[config.mk]
export PLATFORM = sky130hd
export DESIGN_NAME = pipeline_stage_register
export DESIGN_NICKNAME = d
export VERILOG_FILES = /design/src/rtl/pipeline_pkg.sv /design/src/rtl/pipeline_slot.sv /design/src/rtl/pipeline_stage_register.sv
export SDC_FILE = /design/constraint.sdc
export NUM_CORES = 1
export LEC_CHECK = 0
export BUFFER_PORTS_ARGS = -buffer_cell sky130_fd_sc_hd__clkbuf_2
export CAP_MARGIN = 30
export CORE_MARGIN = 5
export CORE_UTILIZATION = 47
export DETAILED_ROUTE_END_ITERATION = 16
export PLACE_DENSITY = 0.8
export SETUP_SLACK_MARGIN = 0.02
export SLEW_MARGIN = 5
export SYNTH_ARGS = -nofsm -noshare
export SYNTH_HDL_FRONTEND = slang
export SYNTH_SLANG_ARGS = --single-unit
export TNS_END_PERCENT = 10
[constraint.sdc]
create_clock -name clk -period 1.9 [get_ports clk]
set_clock_uncertainty 0.05 [all_clocks]
set_input_delay 0.38 -clock clk [delete_from_list [all_inputs] [get_ports clk]]
set_output_delay 0.38 -clock clk [all_outputs]
set_load 0.1 [all_outputs]
[src/rtl/pipeline_pkg.sv]
// Shared stage-boundary types for the core pipeline.
// Each boundary has a packed control struct, a packed datapath struct,
// their bit widths, and the control value that represents a bubble.
package pipeline_pkg;

  // Execute -> Memory control bits (write enables first)
  typedef struct packed {
    logic reg_write;
    logic mem_write;
    logic mem_read;
    logic mem_to_reg;
    logic branch;
    logic jump;
    logic alu_src;
    logic halt;
  } execute_memory_ctrl_t;

  // Execute -> Memory datapath fields
  typedef struct packed {
    logic [31:0] pc;
    logic [31:0] pc_plus4;
    logic [31:0] alu_result;
    logic [31:0] rs2_data;
    logic [4:0]  rd;
    logic        zero;
  } execute_memory_data_t;

  // Memory -> Writeback control bits
  typedef struct packed {
    logic reg_write;
    logic mem_to_reg;
    logic halt;
  } memory_writeback_ctrl_t;

  // Memory -> Writeback datapath fields
  typedef struct packed {
    logic [31:0] alu_result;
    logic [31:0] load_data;
    logic [4:0]  rd;
  } memory_writeback_data_t;

  localparam int EX_MEM_CTRL_W = $bits(execute_memory_ctrl_t);
  localparam int EX_MEM_DATA_W = $bits(execute_memory_data_t);
  localparam int MEM_WB_CTRL_W = $bits(memory_writeback_ctrl_t);
  localparam int MEM_WB_DATA_W = $bits(memory_writeback_data_t);

  // A bubble must never carry a write enable into a later stage
  localparam execute_memory_ctrl_t   EX_MEM_CTRL_BUBBLE = '0;
  localparam memory_writeback_ctrl_t MEM_WB_CTRL_BUBBLE = '0;

endpackage

[src/rtl/pipeline_slot.sv]
// One storage entry of a stage register: control, datapath and valid.
// Priority: reset > clear > load > drop. Clear only kills the valid bit,
// stored ctrl/data are kept.
module pipeline_slot #(
  parameter int CTRL_WIDTH = 8,
  parameter int DATA_WIDTH = 134
) (
  input  logic                  clk,
  input  logic                  reset,
  input  logic                  clear,
  input  logic                  load,
  input  logic                  drop,
  input  logic [CTRL_WIDTH-1:0] ctrl_d,
  input  logic [DATA_WIDTH-1:0] data_d,
  output logic                  vld,
  output logic [CTRL_WIDTH-1:0] ctrl,
  output logic [DATA_WIDTH-1:0] data
);

  logic                  vld_p1;
  logic [CTRL_WIDTH-1:0] ctrl_p1;
  logic [DATA_WIDTH-1:0] data_p1;

  // Entry register: load captures a beat, drop empties, clear kills valid only
  always_ff @(posedge clk) begin
    if (reset) begin
      vld_p1  <= 1'b0;
      ctrl_p1 <= '0;
      data_p1 <= '0;
    end else if (clear) begin
      vld_p1  <= 1'b0;
    end else if (load) begin
      vld_p1  <= 1'b1;
      ctrl_p1 <= ctrl_d;
      data_p1 <= data_d;
    end else if (drop) begin
      vld_p1  <= 1'b0;
    end
  end

  assign vld  = vld_p1;
  assign ctrl = ctrl_p1;
  assign data = data_p1;

endmodule

[src/rtl/pipeline_stage_register.sv]
// Generic valid/ready stage register between two pipeline stages.
// Control bits are masked to CTRL_BUBBLE whenever no valid beat is held.
// Build option: define PIPELINE_STAGE_SKID_BUFFER_EN to add a skid slot,
// which registers in_ready (no combinational path from out_ready).
module pipeline_stage_register
  import pipeline_pkg::*;
#(
  parameter int                    CTRL_WIDTH  = EX_MEM_CTRL_W,
  parameter int                    DATA_WIDTH  = EX_MEM_DATA_W,
  parameter logic [CTRL_WIDTH-1:0] CTRL_BUBBLE = '0
) (
  input  logic                  clk,
  input  logic                  reset,
  input  logic                  flush,
  input  logic                  in_valid,
  output logic                  in_ready,
  input  logic [CTRL_WIDTH-1:0] in_ctrl,
  input  logic [DATA_WIDTH-1:0] in_data,
  output logic                  out_valid,
  input  logic                  out_ready,
  output logic [CTRL_WIDTH-1:0] out_ctrl,
  output logic [DATA_WIDTH-1:0] out_data
);

  // Replace control with the bubble pattern when the entry is empty
  function automatic logic [CTRL_WIDTH-1:0] mask_ctrl(
    input logic                  vld,
    input logic [CTRL_WIDTH-1:0] ctrl
  );
    return vld ? ctrl : CTRL_BUBBLE;
  endfunction

  logic                  accept;
  logic                  main_load;
  logic                  main_drop;
  logic [CTRL_WIDTH-1:0] main_ctrl_d;
  logic [DATA_WIDTH-1:0] main_data_d;
  logic                  main_vld_p1;
  logic [CTRL_WIDTH-1:0] main_ctrl_p1;
  logic [DATA_WIDTH-1:0] main_data_p1;

`ifdef PIPELINE_STAGE_SKID_BUFFER_EN

  logic                  main_free;
  logic                  skid_load;
  logic                  skid_drop;
  logic                  skid_vld_p1;
  logic [CTRL_WIDTH-1:0] skid_ctrl_p1;
  logic [DATA_WIDTH-1:0] skid_data_p1;

  // Main refills from skid first; new beats land in skid only while main stalls.
  // in_ready comes straight from the skid valid flop.
  always_comb begin
    in_ready    = ~skid_vld_p1;
    accept      = in_valid & in_ready;
    main_free   = ~main_vld_p1 | out_ready;
    main_load   = main_free & (skid_vld_p1 | accept);
    main_drop   = main_free & ~skid_vld_p1 & ~accept;
    main_ctrl_d = skid_vld_p1 ? skid_ctrl_p1 : in_ctrl;
    main_data_d = skid_vld_p1 ? skid_data_p1 : in_data;
    skid_load   = accept & ~main_free;
    skid_drop   = main_free & skid_vld_p1;
  end

  // ---- skid slot (second entry, holds the beat accepted during a stall) ----
  pipeline_slot #(
    .CTRL_WIDTH (CTRL_WIDTH),
    .DATA_WIDTH (DATA_WIDTH)
  ) u_skid_slot (
    .clk    (clk),
    .reset  (reset),
    .clear  (flush),
    .load   (skid_load),
    .drop   (skid_drop),
    .ctrl_d (in_ctrl),
    .data_d (in_data),
    .vld    (skid_vld_p1),
    .ctrl   (skid_ctrl_p1),
    .data   (skid_data_p1)
  );

`else

  // Single slot: can take a beat when empty or when its beat leaves this cycle
  always_comb begin
    in_ready    = ~main_vld_p1 | out_ready;
    accept      = in_valid & in_ready;
    main_load   = accept;
    main_drop   = in_ready & ~in_valid;
    main_ctrl_d = in_ctrl;
    main_data_d = in_data;
  end

`endif

  // ---- main slot (drives the downstream stage) ----
  pipeline_slot #(
    .CTRL_WIDTH (CTRL_WIDTH),
    .DATA_WIDTH (DATA_WIDTH)
  ) u_main_slot (
    .clk    (clk),
    .reset  (reset),
    .clear  (flush),
    .load   (main_load),
    .drop   (main_drop),
    .ctrl_d (main_ctrl_d),
    .data_d (main_data_d),
    .vld    (main_vld_p1),
    .ctrl   (main_ctrl_p1),
    .data   (main_data_p1)
  );

  assign out_valid = main_vld_p1;
  assign out_ctrl  = mask_ctrl(main_vld_p1, main_ctrl_p1);
  assign out_data  = main_data_p1;

endmodule

==> impl_summary.md <==
Die
The width of the chip is 127 µm. After floorplanning, the core was divided into 42 placement rows. Once the floorplan was initialized, standard cells occupied 48.1% of the core. The core region is about 13000 µm².

From bottom edge to top edge, the die measures 127 µm. In this run the count of I/O pins placed on the die edge is between 200 and 300. The floorplan step defined a die boundary enclosing 16100 µm².

Clock tree
The number of buffers inserted during clock tree synthesis is 17. The clock root buffer master is sky130_fd_sc_hd__clkbuf_16. The clock passes through at most 2 buffers.

The number of buffers inserted to repair setup after CTS is 0. After clock tree synthesis, the clock-pin slew on the worst setup and hold paths is 60 ps. The clock tree from TritonCTS is built. The H-tree was split into 4 levels.

The insertion delay of the later-clocked pin in the worst-skew pair is roughly 400 ps. The number of sinks on the clock net is 143.

Placement
The count of buffers inserted at the top-level ports is a little under 300. Detailed placement finished with a half-perimeter wire length of 11500 µm. In this run, placement finished with an instance count of 1066.

At the end of routability-driven placement, the weighted congestion stood at a little under 0.8. Summing all placed instances gives a cell area of 8070 µm².

Power
The cell-internal power is 0.00594 W. In this run, the clock network consumes 40.5% of the power. Of the total power, the share spent switching nets is 31.7%. The highest ir drop seen on vdd is 0.579 mV. Of the total power, registers draw 37.2%.

The power per cell area is between 900 and 1000 nW/µm². Summed over all cells, the static leakage comes to 3.97 nW. The net load switching power is 0.00276 W. The completed layout was analyzed and its total power is 0.00871 W. The share of total power dissipated in combinational logic is 22.3%.

Yosys
In this run, distinct cell masters in the synthesized netlist total 12. The library cell with the largest summed area after synthesis is sky130_fd_sc_hd__dfxtp_1. Synthesis handed over a netlist of 629 instances. Sorting the synthesized cells by area gives the leading types as sky130_fd_sc_hd__dfxtp_1 45%, sky130_fd_sc_hd__nand2b_1 28%, sky130_fd_sc_hd__mux2i_1 22%.

The average size of a mapped cell is 10.2 µm². The number of warnings printed during yosys synthesis is 0. The area share of the largest cell type after synthesis is 44.6%. Summing the sequential cell areas from Yosys gives 44.6% of the chip area. The post-synthesis register bit count is between 100 and 150. The netlist area before placement is 6420 µm². Counting every net in the synthesized netlist gives 776.

Setup path
Of all nets on the critical path, the largest fanout is 10. The worst register-to-register path has a depth of 5. The start-to-end type of the worst setup path is flop to primary output. The critical path data required time is 1470 ps. The startpoint kind of the worst setup timing path is a flop.

In this run the critical register-to-register path is launched from u_main_slot.vld. The type of element capturing the critical path is a primary output. In this run the critical register-to-register path is captured at u_main_slot.data[72]. The data arrival time of the critical path is 1360 ps. The register-to-register setup slack is 290 ps.

STA
In this run the tightest slew margin relative to its limit is between 60% and 70%. Setup violations remaining at the end of the flow were counted as 0. The setup TNS is 0 ps. The final count of pins violating max slew is 0.

The number of failing hold endpoints at the final stage came to 0. Dividing the final minimum period by the clock period gives between 90% and 100%. The actual transition at the worst max-transition pin is around 600 ps. Static timing analysis puts the maximum clock frequency at 560 MHz.

Counting I/O delays and the setup requirement, the final critical path takes around 1800 ps. Setup repair after global routing left no endpoint under its margin.

Finish
The finished cells cover 8720 µm². Leaving out fill and tap cells, the most frequent cells in the layout are 284 x sky130_fd_sc_hd__nand2b_1, 280 x sky130_fd_sc_hd__clkbuf_2, 142 x sky130_fd_sc_hd__mux2i_1, 142 x sky130_fd_sc_hd__dfxtp_1, 17 x sky130_fd_sc_hd__clkbuf_16. The commonest non-fill, non-tap cell in the layout is sky130_fd_sc_hd__nand2b_1. The repair_antennas step left the layout with diodes totalling 0. The synthesis-to-layout area growth is 35.7%.

Cells with a size suffix above 1 make up 37.9% of the layout. The filler-free cell count of the finished design is 1097. The number of nets in the layout is 1056.

Job
The tool flagged a number of max-cap violations equal to 0.

Drt
In the final routing, the length of wire on met1 measures 6400 µm. The count of nets left with antenna violations once routing finished came out at 0. The routed design uses 7360 µm of met2 wire.

The met3 wirelength from detailed routing is 1340 µm. After detailed routing, the number of vias per cell comes to 4.54. Dividing the detail-routed wire length by the instance count gives between 10 and 15 µm. The sum of routed wire length over all layers is between 15000 and 20000 µm. The number of detailed-route iterations in the first pass is 4. The detailed router placed 4979 vias in this run. The detailed router finished its first iteration with 164 violations. Signal routing reaches up to met4. The number of DRC violations after detailed routing is 0.

Global route
In the global route stage, overall resource usage came out at 19.0%. The number of antenna violations at the first check in global routing came to 0. The via count of the first global-routing pass is between 4000 and 5000. The first-pass GRT wire length is 24700 µm.

The global-route congestion overflow total is 0. The pin count of the biggest net entering global routing is 62.

Worst hold path
Counting instances, the worst hold path has a depth of 3. The end point of the worst hold path is u_main_slot.data[84]. The source of the worst hold timing path is in_data[84]. The path class of the lowest-slack min-delay path is input port to flop.

Run status
The run finished with clean final reports.
==> worst max path at each step <==
stage,slack (ps),from,depth (start not counted),to
floorplan,140,u_main_slot.vld,2,in_ready
global placement,290,out_ready,6,u_main_slot.data[84]
detailed placement,250,out_ready,6,u_main_slot.data[72]
CTS,70,u_main_slot.vld,3,in_ready
global route,30,u_main_slot.vld,3,in_ready
finish,110,u_main_slot.vld,3,in_ready
==> synthesized netlist by cell type <==
library cell / instances
sky130_fd_sc_hd__and2_1: 8
sky130_fd_sc_hd__buf_4: 6
sky130_fd_sc_hd__buf_6: 10
sky130_fd_sc_hd__clkbuf_1: 31
sky130_fd_sc_hd__dfxtp_1: 143
sky130_fd_sc_hd__inv_1: 1
sky130_fd_sc_hd__mux2i_1: 142
sky130_fd_sc_hd__nand2b_1: 284
sky130_fd_sc_hd__nor2_1: 1
sky130_fd_sc_hd__nor2b_4: 1
sky130_fd_sc_hd__nor3_1: 1
sky130_fd_sc_hd__nor3b_2: 1
==> kinds of logic (layout without fill, tap and decap cells) <==
kind of cell	after synthesis	count (layout)	share of synthesized area, %
AND/OR/NAND/NOR	296	296	29.0
multiplexers	142	142	22.1
flip-flops	143	143	44.6
buffers and inverters	48	340	4.32
==> registers in the layout, summed over array words and instances, names as in the netlist <==
name,count
u_main_slot.ctrl,8
u_main_slot.vld,1
u_main_slot.data,134
==> layer usage <==
layer | vias up | global-route usage, %
li1 | 2574 | -
met1 | 2202 | 22.4
met2 | 179 | 31.4
met3 | 24 | 7.40
met4 | 0 | 6.94
met5 | - | 0
==> worst max-delay path, cell delays in order (launching register included) <==
cell	delay, ps
sky130_fd_sc_hd__dfxtp_2	400
sky130_fd_sc_hd__nor2b_4	220
sky130_fd_sc_hd__inv_1	50
sky130_fd_sc_hd__clkbuf_4	270
==> cell type report <==
| cell class | instances | area, µm² |
|---|---|---|
| Multi-Input combinational cell | 438 | 3300 |
| Fill cell | 1080 | 4630 |
| Inverter | 1 | 3.75 |
| Clock inverter | 10 | 159 |
| Timing Repair Buffer | 308 | 1700 |
| Tap cell | 176 | 220 |
| Clock buffer | 21 | 470 |
| Sequential cell | 143 | 2860 |
==> power groups by stage <==
| stage | sequential, W | combinational (W) | clock, W |
|---|---|---|---|
| global route | 0.00326 | 0.00203 | 0.00376 |
| floorplan | 0.00436 | 0.000487 | 0 |
| finish | 0.00324 | 0.00194 | 0.00352 |
| detailed placement | 0.00330 | 0.00195 | 0 |
| global placement | 0.00330 | 0.00194 | 0 |
| CTS | 0.00324 | 0.00195 | 0.00360 |
==> stage by stage <==
step | util (%) | worst slack (ps) | hold WS (ps)
2_1_floorplan | - | 144 | 394
3_3_place_gp | 60.4 | 288 | 406
3_5_place_dp | 60.4 | 246 | 409
4_1_cts | 65.3 | 68.1 | 133
5_1_grt | 65.3 | 25.1 | 138
6_report | 65.3 | 115 | 152
==> what timing repair did <==
action / 4_1_cts / 5_1_grt
gates resized for setup: 8 / 0
endpoints found under the setup margin: 8 / 0
hold buffers: 0 / 0
No activity file was read; power rests on OpenSTA's default activity.
